===== config.mk =====
export PLATFORM = sky130hd
export DESIGN_NAME = aes_spi_host
export DESIGN_NICKNAME = d
export VERILOG_FILES = /design/src/rtl/aes_spi_host.sv
export SDC_FILE = /design/constraint.sdc
export NUM_CORES = 1
export LEC_CHECK = 0
export BUFFER_PORTS_ARGS = -buffer_cell sky130_fd_sc_hd__buf_2
export CAP_MARGIN = 25
export CORE_UTILIZATION = 50
export CTS_CLUSTER_DIAMETER = 30
export DETAILED_ROUTE_END_ITERATION = 10
export PLACE_DENSITY = 0.74
export SLEW_MARGIN = 20
export SYNTH_ARGS = -nofsm -noshare
export SYNTH_HDL_FRONTEND = slang
export SYNTH_SLANG_ARGS = --single-unit

===== constraint.sdc =====
create_clock -name clk -period 33.8 [get_ports clk]
set_input_delay 0 -clock clk [delete_from_list [all_inputs] [get_ports clk]]
set_output_delay 0 -clock clk [all_outputs]
set_load 0.02 [all_outputs]

===== src/rtl/aes_spi_host.sv =====
`timescale 1ns/1ps
`default_nettype none
// ============================================================================
// Module   : aes_spi_host
// Purpose  : SPI mode-0 master that loads key, message and direction into the
//            AES accelerator, waits for done and reads back the 128-bit result.
// Revision : 1.0
// ============================================================================
module aes_spi_host #(
  parameter int K       = 128,
  parameter int DIV     = 4,
  parameter int TIMEOUT = 4096
) (
  input  logic         clk,
  input  logic         reset,
  input  logic         start,
  input  logic [K-1:0] key_in,
  input  logic [127:0] msg_in,
  input  logic         decrypt,
  input  logic         done_in,
  input  logic         miso,
  output logic         sclk,
  output logic         mosi,
  output logic         ce,
  output logic [127:0] result,
  output logic         valid,
  output logic         busy,
  output logic         error
);

  localparam int N  = K + 136;
  localparam int BW = $clog2(N + 1);
  localparam int CW = $clog2(DIV + 1);
  localparam int TW = $clog2(TIMEOUT + 1);

  generate
    if (!(K == 128 || K == 192 || K == 256)) begin : g_bad_key_len
      $error("aes_spi_host: K must be 128, 192 or 256");
    end
    if (DIV < 2) begin : g_bad_div
      $error("aes_spi_host: DIV must be at least 2");
    end
  endgenerate

  typedef enum logic [2:0] {
    S_IDLE = 3'd0,
    S_LOAD = 3'd1,
    S_ARM  = 3'd2,
    S_WAIT = 3'd3,
    S_READ = 3'd4
  } state_e;

  state_e         state_q, state_d;
  logic [N-1:0]   sh_q, sh_d;
  logic [CW-1:0]  cnt_q, cnt_d;
  logic [BW-1:0]  bit_q, bit_d;
  logic [TW-1:0]  tmo_q, tmo_d;
  logic           sclk_q, sclk_d;
  logic           ce_q, ce_d;
  logic [127:0]   result_q, result_d;
  logic           valid_q, valid_d;
  logic           error_q, error_d;
  logic [1:0]     done_sync_q;
  logic           done_s;
  logic           cnt_last;

  // done_in comes from the accelerator's clock domain
  always_ff @(posedge clk or posedge reset) begin
    if (reset) done_sync_q <= 2'b00;
    else       done_sync_q <= {done_sync_q[0], done_in};
  end

  assign done_s   = done_sync_q[1];
  assign cnt_last = (cnt_q == CW'(DIV - 1));

  always_ff @(posedge clk or posedge reset) begin
    if (reset) begin
      state_q  <= S_IDLE;
      sh_q     <= '0;
      cnt_q    <= '0;
      bit_q    <= '0;
      tmo_q    <= '0;
      sclk_q   <= 1'b0;
      ce_q     <= 1'b0;
      result_q <= '0;
      valid_q  <= 1'b0;
      error_q  <= 1'b0;
    end else begin
      state_q  <= state_d;
      sh_q     <= sh_d;
      cnt_q    <= cnt_d;
      bit_q    <= bit_d;
      tmo_q    <= tmo_d;
      sclk_q   <= sclk_d;
      ce_q     <= ce_d;
      result_q <= result_d;
      valid_q  <= valid_d;
      error_q  <= error_d;
    end
  end

  always_comb begin
    state_d  = state_q;
    sh_d     = sh_q;
    cnt_d    = cnt_q;
    bit_d    = bit_q;
    tmo_d    = tmo_q;
    sclk_d   = sclk_q;
    ce_d     = ce_q;
    result_d = result_q;
    valid_d  = 1'b0;
    error_d  = 1'b0;

    case (state_q)
      S_IDLE: begin
        // a start coinciding with a completion pulse is dropped
        if (start && !valid_q && !error_q) begin
          sh_d    = {key_in, msg_in, 7'b0, decrypt};
          ce_d    = 1'b1;
          sclk_d  = 1'b0;
          cnt_d   = '0;
          bit_d   = '0;
          state_d = S_LOAD;
        end
      end

      S_LOAD: begin
        cnt_d = cnt_q + CW'(1);
        if (cnt_last) begin
          cnt_d = '0;
          if (sclk_q) begin
            sclk_d = 1'b0;
            sh_d   = {sh_q[N-2:0], 1'b0};
            bit_d  = bit_q + BW'(1);
          end else if (bit_q == BW'(N)) begin
            ce_d    = 1'b0;
            tmo_d   = '0;
            state_d = S_ARM;
          end else begin
            sclk_d = 1'b1;
          end
        end
      end

      S_ARM: begin
        tmo_d = tmo_q + TW'(1);
        if (tmo_q == TW'(TIMEOUT - 1)) begin
          error_d = 1'b1;
          state_d = S_IDLE;
        end else if (!done_s) begin
          state_d = S_WAIT;
        end
      end

      S_WAIT: begin
        tmo_d = tmo_q + TW'(1);
        if (done_s) begin
          cnt_d   = '0;
          bit_d   = '0;
          sclk_d  = 1'b0;
          state_d = S_READ;
        end else if (tmo_q == TW'(TIMEOUT - 1)) begin
          error_d = 1'b1;
          state_d = S_IDLE;
        end
      end

      S_READ: begin
        cnt_d = cnt_q + CW'(1);
        if (cnt_last) begin
          cnt_d = '0;
          if (sclk_q) begin
            // miso is taken on the last high cycle, just before sclk falls
            sclk_d = 1'b0;
            if (bit_q == BW'(127)) begin
              result_d = {sh_q[126:0], miso};
              valid_d  = 1'b1;
              state_d  = S_IDLE;
            end else begin
              sh_d  = {sh_q[N-2:0], miso};
              bit_d = bit_q + BW'(1);
            end
          end else begin
            sclk_d = 1'b1;
          end
        end
      end

      default: state_d = S_IDLE;
    endcase
  end

  assign sclk   = sclk_q;
  assign ce     = ce_q;
  assign mosi   = ce_q & sh_q[N-1];
  assign result = result_q;
  assign valid  = valid_q;
  assign error  = error_q;
  assign busy   = (state_q != S_IDLE);

endmodule
`default_nettype wire


==> results.py <==
metrics = {
    "synth": {
        "ys_seq_elements": 426,
        "synth.largest_area_cell": "dfrtp_1",
        "synth_area_um2": 18590,
        "synth.most_common_cell": "nand2_1",
        "yosysSeqAreaShare_pct": 57.33,
        "synth_fp_nets": 2187,
        "async_flop_share_pct": 100.0,
        "synth_ff_type": "dfrtp_1",
        "synthCells": 1921,
        "synth_area_leaders": "dfrtp_1, nand2_1, a31oi_1, mux2_2, nor2_1",
        "synthTopCellsByCount": "nand2_1, dfrtp_1, nor2_1, a31oi_1, mux2_2",
        "synth-edff-count": 0,
        "synth_warnings": 0,
        "synth.top_cell.area_share_pct": 57.33,
        "avgSynthCellArea_um2": 9.679,
        "ys_types": 56,
    },
    "setup_path": {
        "cp.arrival_ps": 4330,
        "cp_common_cell": "buf_4",
        "worstPathMaxFanout": 90,
        "r2r_cells": 7,
        "cp-end-kind": "flip-flop",
        "slowest_stage": "buf_4",
        "crit_family": "buffers and inverters",
        "critical_path_class": "reg2reg",
        "crit_buf_inv": 2,
        "crit_path_max_incr_delay_ps": 790,
        "crit_path_start_kind": "flip-flop",
        "cp.depth": 7,
        "crit_required_ps": 34310,
        "path_cells": "nor3b_1, a32oi_1, and3_4, buf_4, buf_4, nor2_1, a31oi_1",
    },
    "cells_and_area": {
        "final_util_pct": 72.48,
        "syn2layout_area_growth_pct": 42.71,
        "drive_gt1_share_pct": 27.07,
        "final_nets": 2814,
    },
    "hold_path": {
        "hold_path_class": "in2async",
    },
    "sta": {
        "fin_setup_tns_ps": 0,
        "rsz0062_at_grt": "no",
        "period_needed_ps": 3815,
        "final.setup_skew_ps": 15.73,
        "timing.fmax_ghz": 0.2621,
        "worst_pin_slew_ps": 1088,
        "setup_viol": 0,
        "drv_slew": 0,
        "finalCritPeriodShare_pct": 11.29,
        "slew-limit-headroom_pct": 27.50,
        "final_hold_viol_count": 0,
    },
    "detailed_routing": {
        "wl_um": 59430,
        "routed.top_layer": "met4",
        "met1_length_um": 22500,
        "drc": 0,
        "drtPass1Iterations": 7,
        "vias": 17485,
        "wl_met2_um": 28920,
        "via_per_inst": 5.642,
        "drt-wirelength-per-cell_um": 19.18,
        "dr_wl_met3_um": 5020,
        "ant_nets": 0,
        "drt-initial-drc-count": 1558,
    },
    "placement": {
        "gp_congestion": 0.8454,
        "dp_hpwl_um": 30780,
        "port_buffers": 395,
    },
    "clock_tree": {
        "post-cts-setup-buffers": 0,
        "cts_buffers": 93,
        "htreeDepth": 3,
        "clock_sinks": 426,
        "clock-root-buffer": "clkbuf_16",
        "ctsLongestPathBuffers": 3,
        "tritoncts": "done",
        "clock_latency_ps": 610,
        "clk_pin_slew_ps": 50,
    },
    "die": {
        "initial_core_util_pct": 50.79,
        "fp-row-count": 70,
        "die_height_um": 194.8,
        "die_area_um2": 37960,
        "core_um2": 36610,
        "fp.dieW_um": 194.8,
        "io_pins": 396,
    },
    "grt": {
        "gr-total-overflow": 0,
        "grt_max_degree": 295,
        "grtUsageTotal_pct": 30.62,
        "grt_pass1_wl_um": 92690,
        "antenna_found_initial": 4,
        "grt_pass1_vias": 17643,
    },
    "pwr": {
        "ir_worst_vdd_mv": 0.07090,
        "power.density_nw_per_um2": 91.25,
        "leakagePower_uw": 0.01301,
    },
    "flow_run": {
        "maxCapViolCount": 0,
    },
    "outcome": {
        "status": "complete, no violations",
    },
}
routing by layer:
metal,vias up,global-route usage [%]
li1,7801,-
met1,8502,36.34
met2,963,51.14
met3,219,7.496
met4,0,17.15
met5,-,0
state kept, by name (all words and copies together), names as in the netlist:
signal	cells
bit_q	9
sh_q	264
state_q	3
done_sync_q	2
error	1
valid	1
tmo_q	13
ce	1
result	128
cnt_q	3
sclk	1
through the flow:
step | worst slack [ps] | cells | cell area [um^2] | power [uW] | hold slack, ps
CTS | 30110 | 3090 | 26370 | 2370 | 24.02
detailed placement | 30130 | 2655 | 20510 | 1415 | 129.0
finish | 29980 | 3099 | 26540 | 2421 | 58.05
floorplan | 21940 | 1921 | 18590 | 1292 | 31.43
global placement | 30240 | 2655 | 20510 | 1383 | 124.5
global route | 29700 | 3099 | 26540 | 2550 | 61.99
power breakdown:
part           switching (uW)  total (uW)  internal, uW
Sequential                126         808           682
Clock                     312         927           615
Combinational             446         687           240
Total                     884        2420          1540
cell families (layout without fill, tap and decap cells):
kind of cell,after synthesis,in the layout,synth area share [%]
xor+xnor,8,8,0.3768
compound gates,322,322,10.75
mux,121,121,7.833
simple gates,885,885,18.98
other cells,0,4,0
buf+inv,155,861,4.461
fa+ha+maj,4,4,0.2692
flops,426,426,57.33
final timing paths:
path	start	end	slack, ps
min	reset	sh_q[61]$_DFFE_PP0P_	60
max in group asynchronous	reset	sh_q[176]$_DFFE_PP0P_	30920
min in group clk	done_in	done_sync_q[0]$_DFF_PP0_	70
max reg2reg	state_q[2]$_DFFE_PP0P_	sh_q[64]$_DFFE_PP0P_	29980
max	state_q[2]$_DFFE_PP0P_	sh_q[64]$_DFFE_PP0P_	29980
min reg2reg	done_sync_q[0]$_DFF_PP0_	done_sync_q[1]$_DFF_PP0_	350
cell usage in the layout, fill, tap and decap left out, drive strengths merged, types with 4 or more instances in the layout:
master | Yosys | routed
clkinv | 0 | 26
mux2 | 121 | 121
inv | 13 | 26
o21ai | 35 | 35
buf | 84 | 413
dlygate4sd3 | 0 | 261
a21oi | 8 | 8
diode | 0 | 4
bufinv | 0 | 8
nor2 | 276 | 276
nand3 | 19 | 19
clkinvlp | 0 | 5
ha | 4 | 4
nand2b | 4 | 4
and3 | 5 | 5
a31oi | 259 | 259
clkbuf | 58 | 122
xnor2 | 7 | 7
dfrtp | 426 | 426
nand2 | 543 | 543
nor3b | 6 | 6
tightest hold or removal path: stages:
cell           delay, ps
dlygate4sd3_1        530
buf_2                160
clkinv_8             490
cell type report:
cell class / instances / area, um^2
inverters: 13 / 61.31
clock inverters: 52 / 610.6
diodes: 4 / 10.01
repair buffers: 674 / 4841
well taps: 468 / 585.6
multi-input cells: 1340 / 7129
fillers: 2271 / 10070
clock buffers: 122 / 2638
flip-flops and latches: 426 / 10660
repair_timing:
action,4_1_cts,5_1_grt
gates resized for setup,0,0
hold buffers,261,0
endpoints found under the hold margin,406,0
Note: power is estimated with default switching activity, not from simulation.
